[src/rtl/alu_sched_if.sv]
// Requester / shared-ALU bundle for alu_sched. The slave side is the scheduler,
// the master side is the surrounding pipeline, auxiliary unit and ALU.
interface alu_sched_if #(
  parameter int OP_W   = 4,
  parameter int DATA_W = 16
);
  logic              req_a_i;
  logic [OP_W-1:0]   op_a_i;
  logic [DATA_W-1:0] opnd1_a_i;
  logic [DATA_W-1:0] opnd2_a_i;
  logic              req_b_i;
  logic [OP_W-1:0]   op_b_i;
  logic [DATA_W-1:0] opnd1_b_i;
  logic [DATA_W-1:0] opnd2_b_i;
  logic              flush_i;
  logic [OP_W-1:0]   alu_op_o;
  logic [DATA_W-1:0] alu_opnd1_o;
  logic [DATA_W-1:0] alu_opnd2_o;
  logic [DATA_W-1:0] alu_res_i;
  logic              gnt_a_o;
  logic              gnt_b_o;
  logic              done_a_o;
  logic              done_b_o;
  logic [DATA_W-1:0] res_o;
  logic              stall_a_o;

  modport slave (
    input  req_a_i, op_a_i, opnd1_a_i, opnd2_a_i,
    input  req_b_i, op_b_i, opnd1_b_i, opnd2_b_i,
    input  flush_i, alu_res_i,
    output alu_op_o, alu_opnd1_o, alu_opnd2_o,
    output gnt_a_o, gnt_b_o, done_a_o, done_b_o, res_o, stall_a_o
  );

  modport master (
    output req_a_i, op_a_i, opnd1_a_i, opnd2_a_i,
    output req_b_i, op_b_i, opnd1_b_i, opnd2_b_i,
    output flush_i, alu_res_i,
    input  alu_op_o, alu_opnd1_o, alu_opnd2_o,
    input  gnt_a_o, gnt_b_o, done_a_o, done_b_o, res_o, stall_a_o
  );
endinterface

[src/rtl/alu_sched.sv]
// Two-requester scheduler for one shared combinational ALU: A has priority,
// B is forced through after STARVE_MAX consecutive A wins while it waits.
module alu_sched #(
  parameter int STARVE_MAX = 4,
  parameter int OP_W       = 4,
  parameter int DATA_W     = 16
) (
  input logic        clk,
  input logic        rst,
  alu_sched_if.slave bus
);
  localparam logic [0:0] IDLE  = 1'b0;
  localparam logic [0:0] EXEC  = 1'b1;
  localparam logic       OWN_A = 1'b0;
  localparam logic       OWN_B = 1'b1;

  logic [0:0]        state;
  logic              owner;
  logic [2:0]        starve;
  logic              done_a, done_b;
  logic [OP_W-1:0]   op_q;
  logic [DATA_W-1:0] x_q, y_q, res_q;
  logic              cand_a, starved, win_a, win_b;

  // A is masked by flush; B overrides A only once A has starved it.
  always_comb begin
    cand_a  = bus.req_a_i & ~bus.flush_i;
    starved = (starve == 3'(STARVE_MAX));
    win_a   = (state == IDLE) & cand_a & ~(bus.req_b_i & starved);
    win_b   = (state == IDLE) & bus.req_b_i & ~win_a;
  end

  always_ff @(posedge clk or negedge rst) begin
    if (!rst) begin
      state  <= IDLE;
      owner  <= OWN_A;
      starve <= '0;
      done_a <= 1'b0;
      done_b <= 1'b0;
      op_q   <= '0;
      x_q    <= '0;
      y_q    <= '0;
      res_q  <= '0;
    end else begin
      case (state)
        IDLE: begin
          done_a <= 1'b0;
          done_b <= 1'b0;
          if (win_b || !bus.req_b_i)
            starve <= '0;
          else if (win_a && !starved)
            starve <= starve + 3'd1;
          if (win_a || win_b) begin
            state <= EXEC;
            owner <= win_b ? OWN_B : OWN_A;
            op_q  <= win_b ? bus.op_b_i    : bus.op_a_i;
            x_q   <= win_b ? bus.opnd1_b_i : bus.opnd1_a_i;
            y_q   <= win_b ? bus.opnd2_b_i : bus.opnd2_a_i;
          end
        end
        default: begin
          // Result is captured even when a flush drops A's completion pulse.
          res_q  <= bus.alu_res_i;
          done_a <= (owner == OWN_A) & ~bus.flush_i;
          done_b <= (owner == OWN_B);
          state  <= IDLE;
        end
      endcase
    end
  end

  assign bus.alu_op_o    = op_q;
  assign bus.alu_opnd1_o = x_q;
  assign bus.alu_opnd2_o = y_q;
  assign bus.res_o       = res_q;
  assign bus.gnt_a_o     = (state == EXEC) & (owner == OWN_A);
  assign bus.gnt_b_o     = (state == EXEC) & (owner == OWN_B);
  assign bus.done_a_o    = done_a;
  assign bus.done_b_o    = done_b;
  assign bus.stall_a_o   = bus.req_a_i & ~win_a;
endmodule
[src/flat_wrapper.sv]
// flat-port wrapper written by rule: the top's interface ports become plain ports
module alu_sched_flat 
#(
  parameter int STARVE_MAX = 4,
  parameter int OP_W       = 4,
  parameter int DATA_W     = 16
)
  (clk, rst, bus_req_a_i, bus_op_a_i, bus_opnd1_a_i, bus_opnd2_a_i, bus_req_b_i, bus_op_b_i, bus_opnd1_b_i, bus_opnd2_b_i, bus_flush_i, bus_alu_res_i, bus_alu_op_o, bus_alu_opnd1_o, bus_alu_opnd2_o, bus_gnt_a_o, bus_gnt_b_o, bus_done_a_o, bus_done_b_o, bus_res_o, bus_stall_a_o);
  alu_sched_if #(.OP_W(OP_W), .DATA_W(DATA_W)) bus_i ();
  input logic clk;
  input logic rst;
  input wire logic [$bits(bus_i.req_a_i)-1:0] bus_req_a_i;
  input wire logic [$bits(bus_i.op_a_i)-1:0] bus_op_a_i;
  input wire logic [$bits(bus_i.opnd1_a_i)-1:0] bus_opnd1_a_i;
  input wire logic [$bits(bus_i.opnd2_a_i)-1:0] bus_opnd2_a_i;
  input wire logic [$bits(bus_i.req_b_i)-1:0] bus_req_b_i;
  input wire logic [$bits(bus_i.op_b_i)-1:0] bus_op_b_i;
  input wire logic [$bits(bus_i.opnd1_b_i)-1:0] bus_opnd1_b_i;
  input wire logic [$bits(bus_i.opnd2_b_i)-1:0] bus_opnd2_b_i;
  input wire logic [$bits(bus_i.flush_i)-1:0] bus_flush_i;
  input wire logic [$bits(bus_i.alu_res_i)-1:0] bus_alu_res_i;
  output wire logic [$bits(bus_i.alu_op_o)-1:0] bus_alu_op_o;
  output wire logic [$bits(bus_i.alu_opnd1_o)-1:0] bus_alu_opnd1_o;
  output wire logic [$bits(bus_i.alu_opnd2_o)-1:0] bus_alu_opnd2_o;
  output wire logic [$bits(bus_i.gnt_a_o)-1:0] bus_gnt_a_o;
  output wire logic [$bits(bus_i.gnt_b_o)-1:0] bus_gnt_b_o;
  output wire logic [$bits(bus_i.done_a_o)-1:0] bus_done_a_o;
  output wire logic [$bits(bus_i.done_b_o)-1:0] bus_done_b_o;
  output wire logic [$bits(bus_i.res_o)-1:0] bus_res_o;
  output wire logic [$bits(bus_i.stall_a_o)-1:0] bus_stall_a_o;
  assign bus_i.req_a_i = bus_req_a_i;
  assign bus_i.op_a_i = bus_op_a_i;
  assign bus_i.opnd1_a_i = bus_opnd1_a_i;
  assign bus_i.opnd2_a_i = bus_opnd2_a_i;
  assign bus_i.req_b_i = bus_req_b_i;
  assign bus_i.op_b_i = bus_op_b_i;
  assign bus_i.opnd1_b_i = bus_opnd1_b_i;
  assign bus_i.opnd2_b_i = bus_opnd2_b_i;
  assign bus_i.flush_i = bus_flush_i;
  assign bus_i.alu_res_i = bus_alu_res_i;
  assign bus_alu_op_o = bus_i.alu_op_o;
  assign bus_alu_opnd1_o = bus_i.alu_opnd1_o;
  assign bus_alu_opnd2_o = bus_i.alu_opnd2_o;
  assign bus_gnt_a_o = bus_i.gnt_a_o;
  assign bus_gnt_b_o = bus_i.gnt_b_o;
  assign bus_done_a_o = bus_i.done_a_o;
  assign bus_done_b_o = bus_i.done_b_o;
  assign bus_res_o = bus_i.res_o;
  assign bus_stall_a_o = bus_i.stall_a_o;
  alu_sched #(.STARVE_MAX(STARVE_MAX), .OP_W(OP_W), .DATA_W(DATA_W)) u_core (.clk(clk), .rst(rst), .bus(bus_i));
endmodule
[config.mk]
export PLATFORM = sky130hd
export DESIGN_NAME = alu_sched_flat
export DESIGN_NICKNAME = d
export VERILOG_FILES = /design/src/rtl/alu_sched_if.sv /design/src/rtl/alu_sched.sv /design/src/flat_wrapper.sv
export SDC_FILE = /design/constraint.sdc
export NUM_CORES = 1
export LEC_CHECK = 0
export BUFFER_PORTS_ARGS = -buffer_cell sky130_fd_sc_hd__buf_4
export CAP_MARGIN = 30
export CORE_MARGIN = 4
export CORE_UTILIZATION = 40
export DETAILED_ROUTE_END_ITERATION = 8
export PLACE_DENSITY = 0.77
export RECOVER_POWER = 25
export SLEW_MARGIN = 30
export SYNTH_ARGS = -nofsm -noshare
export SYNTH_HDL_FRONTEND = slang
export SYNTH_SLANG_ARGS = --single-unit
[constraint.sdc]
create_clock -name clk -period 1.35 [get_ports clk]
set_input_delay 0.135 -clock clk [delete_from_list [all_inputs] [get_ports clk]]
set_output_delay 0.135 -clock clk [all_outputs]
set_load 0.01 [all_outputs]
# Word-level counts from Yosys, hierarchy flattened
# Index checks and enable logic that the tools add are counted.
# word_totals
reg_bits	59
input_bits	93
out_inout_bits	57
word_cells	44
# op_classes
addsub	1
n_eq_ne	1
mux	10
bitwise	15
n_reduce_logical	8
# ops
operator	n
16-bit two-way mux	2
1-bit bitwise AND	10
3-bit two-way mux	2
1-bit two-way mux	5
1-bit inverter	5
4-bit two-way mux	1
2-bit AND reduction	2
3-bit by 1-bit adder with 3-bit output, second input constant	1
3-bit == test, second input constant	1
1-bit zero test	2
1-bit logical OR	2
2-bit nonzero test	1
1-bit logical AND	1

# Logic depth before layout (Yosys ltp)
# Gate-level depths: netlist (run 1).
# depth
ltp_word	9
depth_mapped	8

# Worst setup path after synthesis (run 1)
# Ideal clock, no wire load.
# synth_path
path_type	register -> register
from	reg u_core.starve[0]
to	reg u_core.op_q[0] (netlist: u_core.bus.alu_op_o[0])
setup_ps	130
t_arrival_ps	1327
slack_ps	-107
stages_incl_launch_ff	9
n_path_buf	2
path_cell_list	dfrtp_1 inv_1 ha_1 nand2_1 a21bo_2 buf_6 buf_4 nand2_1 a31oi_1
# synth_via
elab_chain_len	8
word_cells_on_any_way	9
cone_classes	1 x eq/ne; 1 x mux; 5 x bitwise; 2 x reduce/logical
# synth_rtl
item	line_no	rtl
start: declaration	alu_sched.sv:19	logic [2:0] starve;
start signal: assignment	alu_sched.sv:52	starve <= starve + 3'd1;
3-bit == test (*)	alu_sched.sv:28	starved = (starve == 3'(STARVE_MAX));
1-bit bitwise AND (*)	alu_sched.sv:29	win_a = (state == IDLE) & cand_a & ~(bus.req_b_i & starved);
1-bit inverter (*)	alu_sched.sv:29	
1-bit bitwise AND (*)	alu_sched.sv:29	
1-bit inverter	alu_sched.sv:30	win_b = (state == IDLE) & bus.req_b_i & ~win_a;
1-bit bitwise AND	alu_sched.sv:30	
1-bit logical OR	alu_sched.sv:53	if (win_a || win_b) begin
2-bit AND reduction (no line)	n/a	
end signal: assignment	alu_sched.sv:56	op_q <= win_b ? bus.op_b_i : bus.op_a_i;
end: declaration	alu_sched.sv:21	logic [OP_W-1:0] op_q;
# Mark *: on every way between the ends. The rest lies on a longest branch, timed or not.
# A chain may end at the register's enable or synchronous reset.

# Worst setup path in the final report (run 1)
# layout_path
from	reg u_core.starve[0]
to	reg u_core.x_q[15] (netlist: u_core.bus.alu_opnd1_o[15])
# layout_via
elab_chain_len	8
word_cells_on_any_way	9
cone_classes	1 x eq/ne; 1 x mux; 5 x bitwise; 2 x reduce/logical
# layout_rtl
item	line_no	rtl
3-bit == test (*)	alu_sched.sv:28	
1-bit bitwise AND (*)	alu_sched.sv:29	
1-bit inverter (*)	alu_sched.sv:29	
1-bit bitwise AND (*)	alu_sched.sv:29	
1-bit inverter	alu_sched.sv:30	
1-bit bitwise AND	alu_sched.sv:30	
1-bit logical OR	alu_sched.sv:53	
2-bit AND reduction (no line)	n/a	
end signal: assignment	alu_sched.sv:57	x_q <= win_b ? bus.opnd1_b_i : bus.opnd1_a_i;
end: declaration	alu_sched.sv:22	logic [DATA_W-1:0] x_q, y_q, res_q;
# Marks and branches as above.

==> results.toml, run 1 <==
[global_routing]
grt_overflow = 0
antenna_found_initial = 0
grt_pass1_wl_um = 11610
grtUsageTotal = 0.1928
grt_pass1_vias = 2556
grt_max_degree = 41

[sta]
finalHoldViolations = 0
finalCritPeriodShare = 1.053
fin_skew_ps = 6.012
final_max_slew_viol_count = 0
max_slew.worst_pin.slew_ps = 685.5
fin_ws_ps = -71.18
max_slew_margin = 0.5430
period_needed_ps = 1421
timing.fmax_mhz = 703.6
rsz0062_at_grt = "yes"
finalSetupViolCount = 37

[floorplanning]
die_h_um = 88.91
core-area_um2 = 6350
row_count = 29
die_w_um = 88.91
start_util = 0.4124
ios = 150
die-area_um2 = 7905

[setup_path]
cp_data_arrival_time_ps = 1650
crit_required_ps = 1580
path_class = "flip-flop to flip-flop"
reg2reg_from = "u_core.starve[0]"
r2r-end = "u_core.bus.alu_opnd1_o[15]"
path_cells = "inv_2, ha_4, nand2_4, a21boi_4, buf_4, buf_16, nand2_1, a31oi_1"
crit_buf_inv = 3
end_kind = "flip-flop"
slowest_delay_ps = 380
startpoint_type = "flip-flop"
cpMaxStageDelayCell = "dfrtp_1"
r2r_cells = 8
cpLargestDelayFamily = "flip-flops"
r2r_setup_slack_ps = -70
cp_max_fo = 9

[route]
drtAntennaViolNets = 0
first_iter_violations = 102
drtPass1Iterations = 5
drc = 0
wirelength_um = 7770
via_per_inst = 4.953
vias = 2521
route.detailed.wl_per_inst_um = 15.27

[yosys]
synth.yosys.seq_area_share = 0.5638
ys_types = 22
synthTopCellsByArea = "dfrtp_1 56%, nand2_1 11%, a31oi_1 8.6%, mux2_2 6.9%, nor2_1 5.4%"
syn-mean-instance-area_um2 = 9.845
syn_area_um2 = 2619
netlist_instances = 266
syn_nets = 361
synth_top_cell_by_area = "dfrtp_1"
synth-warning-count = 0
ys_ff_latch = 59
netlist.area_leader.share = 0.5638

[power_and_ir_drop]
leakagePower_uw = 0.002126
power_uw = 5705
power_frac_seq = 0.399
vdd_drop_max_mv = 0.9010
sw_frac_of_total = 0.2777
pwr-share-comb = 0.307
pwr-share-clk = 0.294
p_sw_uw = 1584
power_density_nw_per_um2 = 1304
internal_power_uw = 4121

[cts]
clock-sinks = 59
cts_max_level = 3
numCtsBuffers = 9
clock-root-buffer = "clkbuf_8"
clkSlewWorstSetupHoldPaths_ps = 70
clockBufferDepth = 2
clock_latency_ps = 310
cts_tree = "built"

[job]
maxCapViolations = 0

[finish]
finalNetCount = 523
final_common_cell = "buf_4"
antenna_cells = 0
area_delta_synth_final_pct = 67.13
post-route-util = 0.6893
layout-drive-gt1-share = 0.5185
final_cell_mix = "152 x buf_4, 69 x nand2_1, 59 x dfrtp_1"

[placement]
port_buffers = 149
place_ws_ps = -87.24
dpl.hpwl_um = 5365
gp_congestion = 0.7548

[min_path]
min_from = "bus_alu_res_i[1]"
hold_path.class = "input port to flip-flop"
hold_path_depth = 2
hold_end = "u_core.bus.res_o[1]"

[status]
violations = "setup timing"
outcome = "complete, but fails checks"
==> worst max-delay path by stage <==
| stage | from | endpoint | cells after the start |
|---|---|---|---|
| global route | u_core.starve[0] | u_core.bus.alu_opnd2_o[6] | 8 |
| CTS | u_core.starve[1] | u_core.bus.alu_opnd1_o[9] | 8 |
| finish | u_core.starve[0] | u_core.bus.alu_opnd1_o[15] | 8 |
| global placement | u_core.starve[1] | u_core.bus.alu_opnd1_o[1] | 7 |
| detailed placement | u_core.starve[1] | u_core.bus.alu_opnd1_o[12] | 7 |
| floorplan | u_core.starve[0] | u_core.bus.alu_op_o[0] | 8 |
==> cell families (layout without fill, tap and decap cells) <==
| kind of cell | count (synthesis) | after routing | synth area share |
|---|---|---|---|
| adders and majority gates | 2 | 2 | 0.009554 |
| muxes | 16 | 16 | 0.06880 |
| DFF | 59 | 59 | 0.5638 |
| and+or+nand+nor | 124 | 124 | 0.1892 |
| AOI/OAI and AO/OA | 44 | 44 | 0.1137 |
| buffers and inverters | 21 | 187 | 0.05494 |
==> per-layer routing <==
metal  global-route usage  share of wire
met3              0.05714          0.094
met2               0.3374           0.52
met5                    0              0
met1               0.2255           0.38
met4              0.06593         0.0049
==> stage by stage <==
| stage | instances | TNS [ps] | hold slack (ps) | instance area [um^2] |
|---|---|---|---|---|
| after floorplan | 266 | -628.6 | -160.6 | 2635 |
| after global placement | 483 | 0 | 69.22 | 3849 |
| after detailed placement | 483 | -1231 | 75.72 | 3849 |
| after CTS | 510 | -2525 | 29.14 | 4327 |
| after global routing | 509 | -4769 | 30.58 | 4377 |
| final | 509 | -1254 | 50.75 | 4377 |
==> what timing repair did <==
action                                  CTS  global route
endpoints found under the setup margin   39            39
hold buffers                              2             0
buffers inserted                          6             0
cloned                                    4             0
resized for setup                        27            16
pin swaps                                19             9
hold endpoints to repair                 27             0
==> worst register-to-register path: stages (launching register included) <==
cell and delay, ps:
dfrtp_1 380, inv_2 80, ha_4 150, nand2_4 60, a21boi_4 170, buf_4 160, buf_16 130, nand2_1 50
a31oi_1 160
==> synth_stat cells (all sizes together) <==
master    n
a21bo     1
a21boi    2
a31oi    36
and2      1
buf      17
clkbuf    1
dfrtp    59
ha        2
inv       3
mux2     16
nand2    79
nand3     2
nor2     38
nor2b     4
o21ai     2
o21ba     1
o21bai    1
o2bb2ai   1
==> sequential cells by signal, summed over array words and instances (netlist names) <==
signal	cells
u_core.bus.done_b_o	1
u_core.starve	3
u_core.owner	1
u_core.bus.res_o	16
u_core.bus.alu_opnd2_o	16
u_core.state	1
u_core.bus.done_a_o	1
u_core.bus.alu_opnd1_o	16
u_core.bus.alu_op_o	4
==> power by group through the flow <==
stage | Combinational [uW] | Clock [uW] | Sequential [uW]
4_1_cts | 1730 | 1720 | 2270
3_3_place_gp | 1540 | 0 | 2280
6_report | 1750 | 1680 | 2280
2_1_floorplan | 552 | 0 | 2430
5_1_grt | 1900 | 1810 | 2320
3_5_place_dp | 1580 | 0 | 2300
==> final cells by class <==
| cell class | instances | area (um^2) |
|---|---|---|
| clock inverters | 1 | 30.03 |
| repair buffers | 169 | 1430 |
| multi-input cells | 186 | 1150 |
| fillers | 494 | 1973 |
| clock buffers | 14 | 182.7 |
| flip-flops and latches | 59 | 1476 |
| well taps | 77 | 96.34 |
| inverters | 3 | 11.26 |
No activity file was read; power rests on OpenSTA's default activity.
==> run 2, diff against run 1 <==
- CTS_CLUSTER_DIAMETER: not set -> 120
- GPL_TIMING_DRIVEN: not set -> 0
==> run 2 against run 1 <==
  * Total power is 1.4% higher
  * The flow still finishes with violations (setup timing)
  * Setup slack lost 7.2 ps
  * Clock skew is 3.8 ps higher
  * Cell count rose by 2.6%
  * Critical endpoint is now u_core.bus.alu_opnd2_o[4]
==> results.toml, run 2 (same netlist as run 1, synthesis figures left out) <==
[setup_path]
cp_max_fo = 8
crit_buf_inv = 3
slowest_delay_ps = 390
end_kind = "flip-flop"
cpMaxStageDelayCell = "dfrtp_1"
path_class = "flip-flop to flip-flop"
cp_data_arrival_time_ps = 1670
startpoint_type = "flip-flop"
path_cells = "inv_2, ha_4, nand2_4, a21boi_4, buf_12, buf_8, nand2_2, a31oi_1"
crit_required_ps = 1590
cpLargestDelayFamily = "flip-flops"

[status]
outcome = "complete, but fails checks"
violations = "setup timing"

[power_and_ir_drop]
power_density_nw_per_um2 = 1353
vdd_drop_max_mv = 0.8494
leakagePower_uw = 0.002029

[floorplanning]
die-area_um2 = 7905
core-area_um2 = 6350
die_w_um = 88.91
ios = 150
die_h_um = 88.91
row_count = 29
start_util = 0.4124

[route]
via_per_inst = 4.887
route.detailed.wl_per_inst_um = 14.79
drc = 0
first_iter_violations = 77
drtPass1Iterations = 4
drtAntennaViolNets = 0
vias = 2551
wirelength_um = 7720

[cts]
clock_latency_ps = 320
clock-sinks = 59
clockBufferDepth = 2
cts_max_level = 3
numCtsBuffers = 9
clock-root-buffer = "clkbuf_8"
cts_tree = "built"
clkSlewWorstSetupHoldPaths_ps = 70

[sta]
fin_skew_ps = 9.820
tns_ps = -1423
final_max_slew_viol_count = 0
max_slew_margin = 0.5058
timing.fmax_mhz = 700.1
finalCritPeriodShare = 1.058
finalHoldViolations = 0
finalSetupViolCount = 37
period_needed_ps = 1428
rsz0062_at_grt = "yes"
max_slew.worst_pin.slew_ps = 741.3
fin_ws_ps = -78.37

[finish]
final_cell_mix = "128 x buf_4, 59 x dfrtp_1, 56 x nand2_1"
antenna_cells = 0
final_common_cell = "buf_4"
area_delta_synth_final_pct = 63.26
finalNetCount = 535
layout-drive-gt1-share = 0.4787

[placement]
place_ws_ps = -241.4
port_buffers = 149
gp_congestion = 0.7595
dpl.hpwl_um = 5421

[global_routing]
grt_pass1_vias = 2641
grt_overflow = 0
grtUsageTotal = 0.1933
grt_max_degree = 60
grt_pass1_wl_um = 11870
antenna_found_initial = 0

[min_path]
hold_path.class = "input port to flip-flop"

[job]
maxCapViolations = 0
==> run 2: area by class of cell <==
| cell class | instances | area, um^2 |
|---|---|---|
| plain buffers | 16 | 167.7 |
| repair buffers | 165 | 1172 |
| clock inverters | 5 | 100.1 |
| inverters | 3 | 11.26 |
| clock buffers | 11 | 141.4 |
| fillers | 517 | 2074 |
| well taps | 77 | 96.34 |
| multi-input cells | 186 | 1110 |
| flip-flops and latches | 59 | 1476 |
==> run 2: stage by stage <==
| step | utilization | power [uW] | area (um^2) | hold slack [ps] | cells |
|---|---|---|---|---|---|
| 2_1_floorplan | - | 2980 | 2635 | -160.6 | 266 |
| 6_report | 0.6733 | 5783 | 4275 | 40.56 | 522 |
| 5_1_grt | 0.6733 | 6096 | 4275 | 28.12 | 522 |
| 3_3_place_gp | 0.6063 | 3836 | 3850 | 244.5 | 492 |
| 4_1_cts | 0.6806 | 5954 | 4322 | 26.76 | 520 |
| 3_5_place_dp | 0.6063 | 3877 | 3850 | 255.4 | 492 |
==> run 2: worst reg2reg max path: stages (launching register included) <==
cell      delay [ps]
dfrtp_1          390
inv_2             70
ha_4             150
nand2_4           60
a21boi_4         160
buf_12           160
buf_8            120
nand2_2           50
a31oi_1          190
==> run 2: worst paths after layout <==
path | startpoint | to | slack [ps] | cells after the start
max in group asynchronous | rst | u_core.bus.alu_op_o[0] | 410 | 2
min in group asynchronous | rst | u_core.bus.res_o[11] | 440 | 2
hold reg to reg | u_core.bus.res_o[9] | u_core.bus.res_o[9] | 510 | 1
setup reg to reg | u_core.starve[0] | u_core.bus.alu_opnd2_o[4] | -80 | 8
setup / recovery | u_core.starve[0] | u_core.bus.alu_opnd2_o[4] | -80 | 8
hold / removal | bus_alu_res_i[11] | u_core.bus.res_o[11] | 40 | 2
==> run 2: per-layer routing <==
layer,GRT usage,vias up,share of wire
li1,-,1236,-
met1,0.2339,1189,0.39
met2,0.3313,113,0.50
met3,0.05069,13,0.099
met4,0.07143,0,0.015
met5,0,-,0
==> run 2: report_power, final <==
group	internal [uW]	total [uW]	leakage, uW	switching (uW)
logic	819	1580	0.00123	760
registers	2090	2250	0.000680	166
clock network	1270	1950	0.000123	678
total	4180	5780	0.00203	1600
==> run 2: repair_timing <==
action / CTS / global route
gates cloned: 2 / 1
hold endpoints to repair: 60 / 0
pin swaps: 33 / 26
resized for setup: 40 / 13
hold buffers: 2 / 0
setup endpoints to repair: 38 / 47
setup buffers: 9 / 2
==> run 3, diff against run 2 <==
- SKIP_CTS_REPAIR_TIMING: not set -> 1
==> run 3 against run 2 <==
  * The run still ends with setup timing left
  * Highest routed layer unchanged
  * Clock power hardly changed
  * Critical path depth stayed put
  * Register-to-register slack worse by 30 ps
  * Critical endpoint unchanged
  * Core utilization is 0.57 points lower
  * Clock-buffer cell count stayed put
  * Fmax is 1.8% lower
  * Final area is 0.85% lower
  * Total power is 0.16% lower
  * Hold slack hardly changed
  * Sequential share of layout area is 0.30 points higher
  * Sequential power hardly changed
==> results.toml, run 3 (same netlist as run 1, synthesis figures left out) <==
[status]
outcome = "complete, but fails checks"
violations = "setup timing"

[floorplanning]
die_w_um = 88.91
core-area_um2 = 6350
die_h_um = 88.91
die-area_um2 = 7905
start_util = 0.4124
row_count = 29
ios = 150

[cts]
cts_tree = "built"
numCtsBuffers = 9
clock_latency_ps = 320
cts_max_level = 3
clock-root-buffer = "clkbuf_8"
clockBufferDepth = 2
clock-sinks = 59
clkSlewWorstSetupHoldPaths_ps = 70

[finish]
multi_input_comb_area_um2 = 1097
antenna_cells = 0
final_area_um2 = 4239
fillers = 518
layout-drive-gt1-share = 0.4617
seqCellArea_um2 = 1476
final_cell_mix = "125 x buf_4, 63 x nand2_1, 59 x dfrtp_1"
area_delta_synth_final_pct = 61.87
stdcell_count = 521
final_common_cell = "buf_4"
finalNetCount = 534

[global_routing]
antenna_found_initial = 0
grt_overflow = 0
grt_pass1_wl_um = 11320
grt_max_degree = 60
grt_pass1_vias = 2547
grtUsageTotal = 0.1832

[sta]
finalCritPeriodShare = 1.078
max_slew.worst_pin.slew_ps = 734.2
finalSetupViolCount = 37
rsz0062_at_grt = "yes"
fin_ws_ps = -104.9
max_slew_margin = 0.5105
fin_skew_ps = 9.173
period_needed_ps = 1455
final_max_slew_viol_count = 0
finalHoldViolations = 0
timing.fmax_mhz = 687.3

[job]
maxCapViolations = 0

[min_path]
hold_path.class = "input port to flip-flop"

[placement]
port_buffers = 149
dpl-instance-area_um2 = 3850
gp_congestion = 0.7595
dpl.hpwl_um = 5421
place_inst = 492

[power_and_ir_drop]
vdd_drop_max_mv = 0.8598
power_uw = 5774
power_density_nw_per_um2 = 1362
leakagePower_uw = 0.002012

[setup_path]
cp_max_fo = 10
cp_data_arrival_time_ps = 1650
path_class = "flip-flop to flip-flop"
end_kind = "flip-flop"
cpMaxStageDelayCell = "dfrtp_1"
slowest_delay_ps = 400
crit_required_ps = 1550
path_cells = "inv_1, ha_4, nand2_4, a21bo_4, buf_8, buf_8, nand2_1, a31oi_1"
cpMostUsedCell = "buf_8"
startpoint_type = "flip-flop"

[route]
drtAntennaViolNets = 0
vias = 2550
first_iter_violations = 84
drtPass1Iterations = 4
via_per_inst = 4.894
route.detailed.wl_per_inst_um = 14.69
drc = 0
wirelength_um = 7655
## run 3: layout make-up
cell class	count	area share
multi-input combinational	186	0.2589
tap	77	0.02273
timing repair buffer	162	0.2671
buffer	18	0.04339
clock inverter	5	0.02361
clock buffer	11	0.03335
sequential	59	0.3483
inverter	3	0.002656
## run 3: routing by layer
layer,global-route usage,up-vias,part of all wire
met5,0,-,0
met4,0.07005,0,0.018
met3,0.04885,15,0.096
met2,0.3117,110,0.50
met1,0.2221,1190,0.38
li1,-,1235,-
## run 3: path summary, 6_finish.rpt
kind | endpoint | startpoint | slack, ps | depth (start not counted)
worst min register to register | u_core.bus.res_o[9] | u_core.bus.res_o[9] | 510 | 1
worst max-delay path | u_core.bus.alu_opnd2_o[4] | u_core.starve[1] | -100 | 8
worst min-delay path | u_core.bus.res_o[1] | bus_alu_res_i[1] | 40 | 2
max in group asynchronous | u_core.bus.alu_opnd1_o[8] | rst | 420 | 2
min in group asynchronous | u_core.bus.alu_opnd1_o[1] | rst | 440 | 2
worst max register to register | u_core.bus.alu_opnd2_o[4] | u_core.starve[1] | -100 | 8
## run 3: metrics by stage
step | setup slack, ps | hold slack [ps] | util | setup TNS, ps
after floorplan | -21.71 | -160.6 | - | -628.6
after global placement | -201.1 | 244.5 | 0.6063 | -5987
after detailed placement | -241.4 | 255.4 | 0.6063 | -7229
after CTS | -467.9 | -101.3 | 0.6443 | -8783
after global routing | -181.2 | 28.06 | 0.6676 | -5763
final | -104.9 | 40.76 | 0.6676 | -2990
## run 3: where the power goes
group | switching (uW) | internal, uW | leakage, uW | total [uW]
clock | 679 | 1270 | 0.000123 | 1950
combinational | 755 | 813 | 0.00121 | 1570
sequential | 167 | 2090 | 0.000680 | 2250
total | 1600 | 4170 | 0.00201 | 5770
## run 3: critical path: cells and delay by family, from the launching register on
family | cells | cell delay [ps]
flops | 1 | 400
buf+inv | 3 | 350
compound gates | 2 | 300
fa+ha+maj | 1 | 150
simple gates | 2 | 120
